<file path="config.mk">
export PLATFORM = sky130hd
export DESIGN_NAME = led_sequencer_gen
export DESIGN_NICKNAME = d
export VERILOG_FILES = /design/src/rtl/led_seq_pkg.sv /design/src/rtl/led_seq_prescaler.sv /design/src/rtl/led_sequencer_gen.sv
export SDC_FILE = /design/constraint.sdc
export NUM_CORES = 1
export LEC_CHECK = 0
export ABC_CLOCK_PERIOD_IN_PS = 4690
export CORE_MARGIN = 5
export CORE_UTILIZATION = 50
export DETAILED_ROUTE_END_ITERATION = 8
export HOLD_SLACK_MARGIN = 0.1
export PLACE_DENSITY = 0.81
export RECOVER_POWER = 25
export SLEW_MARGIN = 20
export SYNTH_ARGS = -nofsm -noshare
export SYNTH_HDL_FRONTEND = slang
export SYNTH_SLANG_ARGS = --single-unit
</file>
<file path="constraint.sdc">
create_clock -name clk_10MHz -period 4.69 [get_ports clk_10MHz]
set_clock_uncertainty 0.2 [all_clocks]
set_input_delay 0.469 -clock clk_10MHz [delete_from_list [all_inputs] [get_ports clk_10MHz]]
set_output_delay 0.469 -clock clk_10MHz [all_outputs]
set_load 0.01 [all_outputs]
</file>
<file path="src/rtl/led_seq_pkg.sv">
// Shared pattern codes, rate-select encoding and sequencer state for led_sequencer_gen.
// Pure declarations; no latency or backpressure of its own.
package led_seq_pkg;

  localparam logic [3:0] PAT_WALK1 = 4'd0;
  localparam logic [3:0] PAT_WALK0 = 4'd1;
  localparam logic [3:0] PAT_PING  = 4'd2;
  localparam logic [3:0] PAT_BIN   = 4'd3;
  localparam logic [3:0] PAT_FILL  = 4'd4;
  localparam logic [3:0] PAT_ALT   = 4'd5;
  localparam logic [3:0] PAT_GRAY  = 4'd6;
  localparam logic [3:0] PAT_LFSR  = 4'd7;
  localparam logic [3:0] PAT_OFF   = 4'd8;

  typedef enum logic [1:0] {
    RATE_0 = 2'd0,
    RATE_1 = 2'd1,
    RATE_2 = 2'd2,
    RATE_3 = 2'd3
  } rate_sel_t;

  // IDLE means no frame has been shown since reset; the first advance always loads a pattern.
  typedef enum logic {
    ST_IDLE = 1'b0,
    ST_RUN  = 1'b1
  } seq_state_t;

  function automatic logic pat_is_reversible(input logic [3:0] pat);
    return (pat == PAT_WALK1) || (pat == PAT_WALK0) || (pat == PAT_BIN) || (pat == PAT_GRAY);
  endfunction

endpackage

</file>
<file path="src/rtl/led_seq_prescaler.sv">
// Step-rate prescaler: one-cycle tick every DIVn clocks; cleared on a rate change, frozen on pause.
// Tick is combinational from the count register; no backpressure.
module led_seq_prescaler
  import led_seq_pkg::*;
#(
  parameter int PRESC_W = 24,
  parameter int DIV0    = 1000000,
  parameter int DIV1    = 2500000,
  parameter int DIV2    = 5000000,
  parameter int DIV3    = 10000000
) (
  input  logic       clk_10MHz,
  input  logic       rst,
  input  logic [1:0] clk_selector,
  input  logic       pause,
  output logic       tick
);

  rate_sel_t          sel_q;
  logic [PRESC_W-1:0] count;
  logic [PRESC_W-1:0] div_m1;
  logic               sel_chg;

  always_comb begin
    div_m1 = PRESC_W'(DIV0 - 1);
    case (sel_q)
      RATE_0:  div_m1 = PRESC_W'(DIV0 - 1);
      RATE_1:  div_m1 = PRESC_W'(DIV1 - 1);
      RATE_2:  div_m1 = PRESC_W'(DIV2 - 1);
      RATE_3:  div_m1 = PRESC_W'(DIV3 - 1);
      default: div_m1 = PRESC_W'(DIV0 - 1);
    endcase
  end

  // A rate change suppresses the tick even if the old count had just matched.
  assign sel_chg = (clk_selector != sel_q);
  assign tick    = !pause && !sel_chg && (count == div_m1);

  always_ff @(posedge clk_10MHz or posedge rst) begin
    if (rst) begin
      sel_q <= RATE_0;
      count <= '0;
    end else begin
      sel_q <= rate_sel_t'(clk_selector);
      if (sel_chg || tick) begin
        count <= '0;
      end else if (!pause) begin
        count <= count + PRESC_W'(1);
      end
    end
  end

endmodule

</file>
<file path="src/rtl/led_sequencer_gen.sv">
// Parametrised LED pattern sequencer; frame and tick_out register one clock after each advance.
// Free-running, no backpressure: pattern switches apply only at advance boundaries.
module led_sequencer_gen
  import led_seq_pkg::*;
#(
  parameter int               LED_W     = 8,
  parameter int               PRESC_W   = 24,
  parameter int               DIV0      = 1000000,
  parameter int               DIV1      = 2500000,
  parameter int               DIV2      = 5000000,
  parameter int               DIV3      = 10000000,
  parameter logic [LED_W-1:0] LFSR_TAPS = LED_W'(8'hB8)
) (
  input  logic             clk_10MHz,
  input  logic             rst,
  input  logic [1:0]       clk_selector,
  input  logic [3:0]       pattern_sel,
  input  logic             dir,
  input  logic             pause,
  input  logic             step,
  output logic [LED_W-1:0] led_out,
  output logic             tick_out
);

  function automatic logic [LED_W-1:0] alt_pattern();
    logic [LED_W-1:0] f;
    f = '0;
    for (int i = 0; i < LED_W; i++) f[i] = i[0];
    return f;
  endfunction

  localparam logic [LED_W-1:0] ONE       = LED_W'(1);
  localparam logic [LED_W-1:0] ONES      = '1;
  localparam logic [LED_W-1:0] W_V       = LED_W'(LED_W);
  localparam logic [LED_W-1:0] WALK_LAST = LED_W'(LED_W - 1);
  localparam logic [LED_W-1:0] PING_TOP  = LED_W'(2 * LED_W - 2);
  localparam logic [LED_W-1:0] PING_LAST = LED_W'(2 * LED_W - 3);
  localparam logic [LED_W-1:0] FILL_LAST = LED_W'(2 * LED_W - 1);
  localparam logic [LED_W-1:0] ALT_EVEN  = alt_pattern();

  // Last index of each pattern's period; wrap is explicit so idx never runs off a short cycle.
  function automatic logic [LED_W-1:0] step_idx(input logic [3:0] pat, input logic [LED_W-1:0] idx,
                                                input logic rev);
    logic [LED_W-1:0] last;
    last = '0;
    case (pat)
      PAT_WALK1, PAT_WALK0: last = WALK_LAST;
      PAT_PING:             last = PING_LAST;
      PAT_BIN, PAT_GRAY:    last = ONES;
      PAT_FILL:             last = FILL_LAST;
      PAT_ALT:              last = ONE;
      default:              last = '0;
    endcase
    if (rev && pat_is_reversible(pat)) return (idx == '0) ? last : idx - ONE;
    return (idx == last) ? '0 : idx + ONE;
  endfunction

  function automatic logic [LED_W-1:0] frame(input logic [3:0] pat, input logic [LED_W-1:0] idx,
                                             input logic [LED_W-1:0] lfsr_v);
    logic [LED_W-1:0] f;
    logic [LED_W-1:0] p;
    f = '0;
    p = (idx < W_V) ? idx : PING_TOP - idx;
    case (pat)
      PAT_WALK1: f = ONE << idx;
      PAT_WALK0: f = ~(ONE << idx);
      PAT_PING:  f = ONE << p;
      PAT_BIN:   f = idx;
      PAT_FILL:  f = (idx < W_V) ? (ONES >> (WALK_LAST - idx)) : (ONES << (idx - WALK_LAST));
      PAT_ALT:   f = idx[0] ? ~ALT_EVEN : ALT_EVEN;
      PAT_GRAY:  f = idx ^ (idx >> 1);
      PAT_LFSR:  f = lfsr_v;
      default:   f = '0;
    endcase
    return f;
  endfunction

  seq_state_t       state, state_nxt;
  logic [3:0]       active_pat, pat_nxt;
  logic [LED_W-1:0] idx, idx_nxt, idx_step;
  logic [LED_W-1:0] lfsr, lfsr_nxt, lfsr_step;
  logic [LED_W-1:0] led_nxt;
  logic             tick_nxt;
  logic             presc_tick;
  logic             advance;

  led_seq_prescaler #(
    .PRESC_W (PRESC_W),
    .DIV0    (DIV0),
    .DIV1    (DIV1),
    .DIV2    (DIV2),
    .DIV3    (DIV3)
  ) u_prescaler (
    .clk_10MHz    (clk_10MHz),
    .rst          (rst),
    .clk_selector (clk_selector),
    .pause        (pause),
    .tick         (presc_tick)
  );

  assign advance = presc_tick || (pause && step);

  always_comb begin
    state_nxt = state;
    pat_nxt   = active_pat;
    idx_nxt   = idx;
    lfsr_nxt  = lfsr;
    led_nxt   = led_out;
    tick_nxt  = advance;
    idx_step  = step_idx(active_pat, idx, dir);
    lfsr_step = (lfsr >> 1) ^ (lfsr[0] ? LFSR_TAPS : '0);
    if (advance) begin
      state_nxt = ST_RUN;
      if (state == ST_IDLE || pattern_sel != active_pat) begin
        pat_nxt  = pattern_sel;
        idx_nxt  = '0;
        lfsr_nxt = ONE;
        led_nxt  = frame(pattern_sel, '0, ONE);
      end else begin
        idx_nxt = idx_step;
        if (active_pat == PAT_LFSR) lfsr_nxt = lfsr_step;
        led_nxt = frame(active_pat, idx_step, lfsr_nxt);
      end
    end
  end

  always_ff @(posedge clk_10MHz or posedge rst) begin
    if (rst) begin
      state      <= ST_IDLE;
      active_pat <= PAT_WALK1;
      idx        <= '0;
      lfsr       <= ONE;
      led_out    <= '0;
      tick_out   <= 1'b0;
    end else begin
      state      <= state_nxt;
      active_pat <= pat_nxt;
      idx        <= idx_nxt;
      lfsr       <= lfsr_nxt;
      led_out    <= led_nxt;
      tick_out   <= tick_nxt;
    end
  end

endmodule

</file>
Word level (Yosys, flattened, before mapping)
Memory sizes are Yosys's and may differ from the RTL's.
Cells that the tools add are included.
Widths: inputs -> output; s select.
{"block": "word_totals", "in_bits": 11, "out_inout_bits": 9, "register_bits": 56, "memories": 1, "mem_bits_ro": 64}
{"block": "op_classes", "n_reduce_logical": 18, "n_lt_le_gt_ge": 1, "shift": 4, "eq_ne": 15, "n_bitwise": 4, "n_addsub": 6, "muxes": 19}
{"memory": "(name not given)", "words": 8, "word_bits": 8, "rd": 1, "rd_ports_with_merged_regs": 0, "wr": 0, "line_no": "led_sequencer_gen.sv:64", "text": "case (pat)"}
{"cell": "$mux 8", "count": 13}
{"cell": "$pmux 24 s4", "count": 1}
{"cell": "$pmux 8 s8", "count": 1}
{"cell": "$mux 24", "count": 2}
{"cell": "$pmux 8 s5", "count": 1}
{"cell": "$add 24x1->24 const B", "count": 1}
{"cell": "$eq 24x24->1", "count": 1}
{"cell": "$eq 4x3->1 const B", "count": 4}
{"cell": "$shl 1x8->8 const A", "count": 2}
{"cell": "$add 8x1->8 const B", "count": 1}
{"cell": "$eq 4x2->1 const B", "count": 2}
{"cell": "$eq 8x8->1", "count": 1}
{"cell": "$logic_not 8->1", "count": 1}
{"cell": "$lt 8x4->1 const B", "count": 1}
{"cell": "$not 8->8", "count": 1}
{"cell": "$shl 8x8->8 const A", "count": 1}
{"cell": "$shr 8x8->8 const A", "count": 1}
{"cell": "$sub 3x8->8 const A", "count": 1}
{"cell": "$sub 4x8->8 const A", "count": 1}
{"cell": "$sub 8x1->8 const B", "count": 1}
{"cell": "$sub 8x3->8 const B", "count": 1}
{"cell": "$xor 7x8->8", "count": 1}
{"cell": "$xor 8x7->8", "count": 1}
{"cell": "$logic_or 1x1->1", "count": 6}
{"cell": "14 further kinds", "count": 20}

Depth between registers and ports, before layout
Gate-level depths: netlist (run 1).
{"block": "depth", "word_depth": 12, "mapped_depth": 21}

By module
A second synthesis (run 1) with hierarchy kept.
{"block": "unflattened", "cells_unflattened": 629, "hier_area_um2": 5216.3}
{"module": "led_sequencer_gen", "n_inst": 1, "area_each_um2": 3707.3, "cells_per_inst": 476}
{"module": "led_seq_prescaler", "n_inst": 1, "area_each_um2": 1508.9, "cells_per_inst": 153}

Least setup slack after synthesis (run 1)
Ideal clock, no wire load.
{"block": "synth_timing", "kind": "reg2reg", "startpoint": "register active_pat[2]", "endpoint": "register led_out[4]", "slack_ns": 0.288, "arrival_time_ns": 4.135, "period_less_slack_ns": 4.402, "stages_incl_launch_ff": 19, "setup_ns": 0.067, "t_required_ns": 4.423, "n_path_buf": 2, "path_cell_list": "dfrtp_1 -> buf_2 -> nor2b_1 -> o2111a_1 -> o311a_1 -> a21oi_2 -> a21oi_1 -> inv_1 -> clkbuf_1 -> ha_1 -> inv_1 -> o21ai_0 -> nand4_1 -> nor4_2 -> a311oi_2 -> a2111oi_4 -> o211a_1 -> nor2b_1 -> o221a_1"}
{"block": "synth_via", "elab_chain_len": 12}
{"item": "from (decl)", "line_no": "led_sequencer_gen.sv:79", "text": "logic [3:0] active_pat, pat_nxt;"}
{"item": "from (signal assigned)", "line_no": "led_sequencer_gen.sv:137", "text": "active_pat <= pat_nxt;"}
{"item": "parallel branches: the longest is 11 deep, another holds $sub 8x3->8"}
{"item": "$mux 8 *", "line_no": "led_sequencer_gen.sv:114", "text": "if (state == ST_IDLE || pattern_sel != active_pat) begin"}
{"item": "to (signal assigned)", "line_no": "led_sequencer_gen.sv:140", "text": "led_out <= led_nxt;"}
{"item": "to (decl)", "line_no": "led_sequencer_gen.sv:21", "text": "output logic [LED_W-1:0] led_out,"}
Mark *: on every way between the ends. The select of a mux whose other input is x is not followed.
A chain may end at the register's enable or synchronous reset.

Final worst setup path (run 1)
{"block": "layout_timing", "startpoint": "register active_pat[3]", "endpoint": "register led_out[4]"}
The elaborated chain is that of the path after synthesis.

==> impl_metrics.csv, run 1 <==
group,metric,value,unit
grt,grt_pass1_wl,24.7,mm
synth,syn_area,0.00506,mm2
clocking,clk_latency,330,ps
floorplan,initial_utilization,51.6,%
timing,setup_viol,0,
worst_setup_path,reg2reg_slack,220,ps
pwr,p_sw,0.000718,W
pwr,power_frac_comb,48.6,%
clocking,post_cts_buffers,0,
final_layout,drive_gt1_share,12.7,%
synth,ys_types,93,
timing,fmax,224,MHz
floorplan,rows,36,
grt,grt_use_met3,6.07,%
synth,avgSynthCellArea,8.32,um2
timing,finalHoldWorstSlack,326,ps
grt,grt_max_degree,49,
pwr,swShare,42.9,%
synth,synth_edf_count,0,
worst_setup_path,start_kind,"flop",
synth,yosys.area.top_type,"dfrtp_1",
final_layout,area_delta_synth_final,10.8,%
final_layout,diodes,0,
clocking,clockBufferDepth,2,
placement,gp_congestion,1.04,
route,vias,5063,
grt,grt_util_met2,37.0,%
pwr,power_frac_clock,20.0,%
worst_setup_path,cp_max_fo,14,
placement,hpwl,11.6,mm
synth,synth_top_area_share,27.2,%
pwr,ir_drop,0.246,mV
floorplan,dieArea,0.0122,mm2
route,drtIter0Drc,565,
grt,grt_pass1_vias,4912,
synth,synth_cells,609,
worst_setup_path,cp.required,4720,ps
clocking,cts_root_buf,"clkbuf_8",
clocking,numCtsBuffers,5,
placement,post_dp_cell_area,0.00549,mm2
clocking,clk_pin_slew_worst_paths,110,ps
synth,synthTopCellsByArea,"dfrtp_1 27%, ha_1 5.4%, nor2_1 4.7%",
clocking,cts_tree,"done",
grt,gr-usage-met1,32.4,%
route,routed_wl,15.0,mm
worst_setup_path,ff2ff_path_depth,18,
clocking,ctsHoldBuffers,0,
final_layout,fin_area,0.00561,mm2
synth,synth_common_cells,"63 x nor2_1, 58 x nand2_1, 55 x dfrtp_1",
timing,finalHoldViolCount,0,
hold_path,min_path_type,"in2async",
clocking,htree_levels,2,
timing,fin_crit_sh,95.4,%
synth,post-synth-top-count-cell,"nor2_1",
synth,syn_nets,642,
worst_setup_path,r2r_start,"active_pat[3]",
final_layout,layout.nets,669,
floorplan,io_pins,20,
synth,ys_ff_latch,56,
flow_run,maxCapViolCount,1,
clocking,cts.sinks,56,
timing,worst_pin_slew,2520,ps
grt,antenna_found_initial,0,
final_layout,fillers,925,
status,violations,"capacitance limit, slew limit",
pwr,p_seq_share,31.4,%
route,drc,0,
synth,yosysWarnings,0,
worst_setup_path,crit_type,"reg2reg",
timing,report.final.slew_viol_count,49,
status,outcome,"complete, but fails checks",
worst_setup_path,setup.worst_path.end_class,"flop",
placement,port_buffers,19,
timing,final.min_clock_period,4470,ps
synth,ys.flop_type,"dfrtp_1",
floorplan,die_y,111,um
worst_setup_path,r2r-end,"led_out[4]",
pwr,p_int,0.000956,W
floorplan,core,0.00982,mm2
synth,synth-async-reset-ratio,100,%
route,first_pass_iters,6,
grt,grt_util_all_layers,24.2,%
floorplan,fp.dieW,111,um
pwr,p_per_area,298,mW/mm2
grt,busiest_layer,"met2",
route,via_per_inst,6.58,
grt,grt-ovfl-total,0,
timing,slew_headroom,-68.1,%
timing,rsz0062_at_grt,"yes",
synth,yosysSeqAreaShare,27.7,%
worst_setup_path,cp.arrival,4500,ps
pwr,p_leak,2.25,nW
route,ant_nets,0,
route,wl_per_cell,19.4,um
## stage by stage
| stage | setup WS [ps] | setup TNS (ps) | total power (W) | utilization [%] | instances |
|---|---|---|---|---|---|
| after detailed placement | 71.8 | 0 | 0.00131 | 55.9 | 762 |
| after global routing | -0.477 | -0.477 | 0.00176 | 57.1 | 770 |
| after global placement | 283 | 0 | 0.00130 | 55.9 | 762 |
| after floorplan | 288 | 0 | 0.00108 | - | 609 |
| after CTS | 55.9 | 0 | 0.00165 | 57.1 | 770 |
| final | 216 | 0 | 0.00167 | 57.1 | 770 |
## placed cells by master (no fill, tap or decap), drive strengths merged, types with 4 or more instances in the layout
cell type | Yosys | routed
a31oi | 8 | 8
a21oi | 35 | 35
clkdlybuf4s50 | 0 | 16
a211oi | 9 | 9
a22o | 6 | 6
xor2 | 28 | 28
o211ai | 8 | 8
clkbuf | 9 | 6
or3 | 15 | 15
nand4 | 14 | 14
o21ai | 42 | 42
and2 | 4 | 4
nand3 | 25 | 25
a2111oi | 4 | 4
nand2b | 6 | 6
nor2 | 64 | 64
o31ai | 9 | 9
nand2 | 58 | 58
a22oi | 4 | 4
inv | 30 | 31
nor2b | 9 | 9
a221oi | 6 | 6
ha | 22 | 22
and3 | 7 | 7
o221a | 6 | 6
a21boi | 4 | 4
buf | 18 | 27
o22ai | 5 | 5
dfrtp | 55 | 55
nor4 | 6 | 6
nor3 | 23 | 23
xnor2 | 15 | 15
mux2i | 4 | 4
## power by group through the flow
stage	registers, W	logic, W	clock network, W
6_report	0.000526	0.000814	0.000334
5_1_grt	0.000530	0.000871	0.000358
4_1_cts	0.000525	0.000784	0.000339
3_5_place_dp	0.000535	0.000779	0
3_3_place_gp	0.000533	0.000768	0
2_1_floorplan	0.000531	0.000550	0
## kinds of logic (layout without fill, tap and decap cells)
kind of cell	Yosys count	count (layout)	share of synthesized area, %
AOI/OAI and AO/OA	178	178	27.4
DFF	56	56	27.7
adders and majority gates	22	22	5.43
xor gates and xnor gates	43	43	7.73
muxes	4	4	1.04
and+or+nand+nor	248	248	25.5
buffers and inverters	58	86	5.14
## what timing repair did
item / CTS / global route
hold endpoints to repair: 0 / 0
endpoints found under the setup margin: 0 / 8
resized for setup: 0 / 4
## layer usage
| layer | routed length, um | share of wire [%] | vias up |
|---|---|---|---|
| li1 | - | - | 2304 |
| met1 | 6150 | 41 | 2397 |
| met5 | 0 | 0 | - |
| met4 | 681 | 4.6 | 0 |
| met3 | 1590 | 11 | 61 |
| met2 | 6530 | 44 | 301 |
## worst max-delay path, stage by stage (launching register included)
cell       delay (ps)
dfrtp_1           490
buf_4             200
a21o_1            180
or3_1             350
o311a_1           190
a21oi_2           260
a21oi_1           120
inv_1             120
buf_4             220
ha_1              220
inv_1              50
a2bb2oi_1         210
o31ai_4           140
o2111a_1          260
a311oi_2          350
a221oi_2          140
o211a_1           300
nor2b_1           150
o221a_1           210
## how the worst max path moves through the flow
stage / start / endpoint / cells past startpoint / slack (ps)
2_1_floorplan: active_pat[2] / led_out[4] / 18 / 290
3_3_place_gp: dir / led_out[4] / 16 / 280
3_5_place_dp: active_pat[0] / led_out[3] / 15 / 70
4_1_cts: active_pat[0] / led_out[3] / 15 / 60
5_1_grt: active_pat[0] / led_out[4] / 17 / -0.5
6_report: active_pat[3] / led_out[4] / 18 / 220
## sequential cells by signal (all words and copies together) (netlist names)
name               count
tick_out               1
u_prescaler.count     24
active_pat             4
state                  1
idx                    8
u_prescaler.sel_q      2
lfsr                   8
led_out                8
## area by class of cell
| class | count | area (um2) | share of cell area, % |
|---|---|---|---|
| clock inverters | 3 | 46.3 | 0.825 |
| inverters | 31 | 116 | 2.07 |
| multi-input cells | 495 | 3410 | 60.8 |
| clock buffers | 5 | 68.8 | 1.23 |
| repair buffers | 47 | 397 | 7.07 |
| well taps | 133 | 166 | 2.97 |
| flip-flops and latches | 56 | 1400 | 25.0 |
(Power assumes the default switching activity.)
==> run 2, diff against run 1 <==
--- a/config.mk
+++ b/config.mk
@@ -11,7 +11,6 @@
 export DETAILED_ROUTE_END_ITERATION = 8
 export HOLD_SLACK_MARGIN = 0.1
 export PLACE_DENSITY = 0.81
-export RECOVER_POWER = 25
 export SLEW_MARGIN = 20
 export SYNTH_ARGS = -nofsm -noshare
 export SYNTH_HDL_FRONTEND = slang
==> impl_metrics.csv, run 2 (synthesis gave the netlist of run 1 again) <==
group,metric,value,unit
clocking,cts_tree,"done",
grt,grt_pass1_vias,4912,
placement,gp_congestion,1.04,
route,wl_per_cell,19.4,um
grt,grt-ovfl-total,0,
placement,place_ws,71.8,ps
route,vias,5083,
grt,gr-usage-met1,32.4,%
clocking,cts_root_buf,"clkbuf_8",
clocking,ctsHoldBuffers,0,
final_layout,layout_commonest_cell,"nor2_1",
route,routed_wl,15.0,mm
placement,hpwl,11.6,mm
floorplan,die_y,111,um
pwr,p_leak,2.25,nW
clocking,numCtsBuffers,5,
final_layout,layout.nets,669,
floorplan,core,0.00982,mm2
route,first_pass_iters,6,
status,outcome,"finished clean",
timing,fin_crit_sh,95.6,%
placement,port_buffers,19,
clocking,clockBufferDepth,2,
route,drtIter0Drc,563,
final_layout,drive_gt1_share,13.0,%
worst_setup_path,startpoint,"active_pat[3]",
clocking,clk_latency,330,ps
grt,grt_pass1_wl,24.7,mm
grt,busiest_layer,"met2",
worst_setup_path,cp_max_fo,14,
final_layout,fin_area,0.00561,mm2
clocking,clk_pin_slew_worst_paths,110,ps
grt,grt_util_met2,37.0,%
floorplan,rows,36,
pwr,p_per_area,298,mW/mm2
floorplan,dieArea,0.0122,mm2
final_layout,mostFrequentLayoutCells,"63 x nor2_1, 58 x nand2_1, 54 x dfrtp_1",
worst_setup_path,cp.required,4720,ps
timing,rsz0062_at_grt,"yes",
hold_path,min_path_type,"in2async",
floorplan,io_pins,20,
clocking,cts.sinks,56,
timing,report.final.slew_viol_count,0,
final_layout,largest_register_ffs,24,
grt,grt_util_all_layers,24.2,%
final_layout,area_delta_synth_final,10.8,%
timing,setup_viol,0,
worst_setup_path,crit_type,"reg2reg",
final_layout,largest_register,"u_prescaler.count",
grt,grt_use_met3,6.07,%
route,drc,0,
timing,slew_headroom,17.2,%
final_layout,diodes,0,
worst_setup_path,r2r_start,"active_pat[3]",
placement,post_dp_cell_area,0.00549,mm2
pwr,p_total,0.00167,W
worst_setup_path,start_kind,"flop",
timing,finalHoldWorstSlack,151,ps
flow_run,maxCapViolCount,0,
worst_setup_path,cp.arrival,4510,ps
clocking,post_cts_buffers,0,
timing,fmax,223,MHz
route,ant_nets,0,
timing,fin_ws,205,ps
worst_setup_path,setup.worst_path.end_class,"flop",
clocking,htree_levels,2,
pwr,ir_drop,0.246,mV
floorplan,fp.dieW,111,um
route,via_per_inst,6.60,
grt,antenna_found_initial,0,
timing,worst_pin_slew,1230,ps
floorplan,initial_utilization,51.6,%
timing,finalHoldViolCount,0,
timing,final.min_clock_period,4480,ps
grt,grt_max_degree,49,
## run 2: cell types whose count changed in the layout (fill, tap and decap cells not counted), sizes merged
cell           previous run  this run
clkbuf                    6         5
buf                      27        28
clkdlybuf4s50            16        19
dlygate4sd3               3         0
## run 2: routing by layer
layer | up-vias | part of all wire, %
met1 | 2396 | 41
met2 | 316 | 44
met3 | 70 | 10
li1 | 2301 | -
met4 | 0 | 4.8
met5 | - | 0
## run 2: what timing repair did
action,4_1_cts,5_1_grt
resized for setup,0,4
hold endpoints to repair,0,0
endpoints found under the setup margin,0,8
## run 2: layout make-up
| cell class | instances | area, um2 |
|---|---|---|
| fill | 923 | 4210 |
| multi-input combinational | 495 | 3410 |
| sequential | 56 | 1400 |
| timing repair buffer | 47 | 400 |
| tap | 133 | 166 |
| inverter | 31 | 116 |
| clock buffer | 5 | 68.8 |
| clock inverter | 3 | 46.3 |
## run 2: critical path, stage by stage (launching register included)
cell and delay [ps]:
dfrtp_1 490, buf_4 200, a21o_1 180, or3_1 350
o311a_1 190, a21oi_2 260, a21oi_1 120, inv_1 120
buf_4 220, ha_1 230, inv_1 60, a2bb2oi_1 210
o31ai_4 140, o2111a_1 260, a311oi_2 350, a221oi_2 140
o211a_1 300, nor2b_1 150, o221a_1 210
## run 2: final timing paths
path / slack [ps] / to / cells after the start
max: 210 / led_out[4] / 18
min: 150 / led_out[5] / 2
max reg2reg: 210 / led_out[4] / 18
min reg2reg: 340 / lfsr[6] / 1
max in group asynchronous: 3260 / active_pat[0] / 3
min in group clk_10MHz: 340 / lfsr[6] / 1
## run 2: where the power goes
group	leakage, nW	total, W	internal (W)	switching, W
combinational	1.45	0.000815	0.000291	0.000524
clock	0.0600	0.000333	0.000162	0.000170
sequential	0.748	0.000526	0.000503	0.0000228
## run 2: stage by stage
step	utilization (%)	std cells	TNS, ps
finish	57.2	770	0
global route	57.2	770	-0.477
CTS	57.1	770	0
detailed placement	55.9	762	0
global placement	55.9	762	0
floorplan	-	609	0
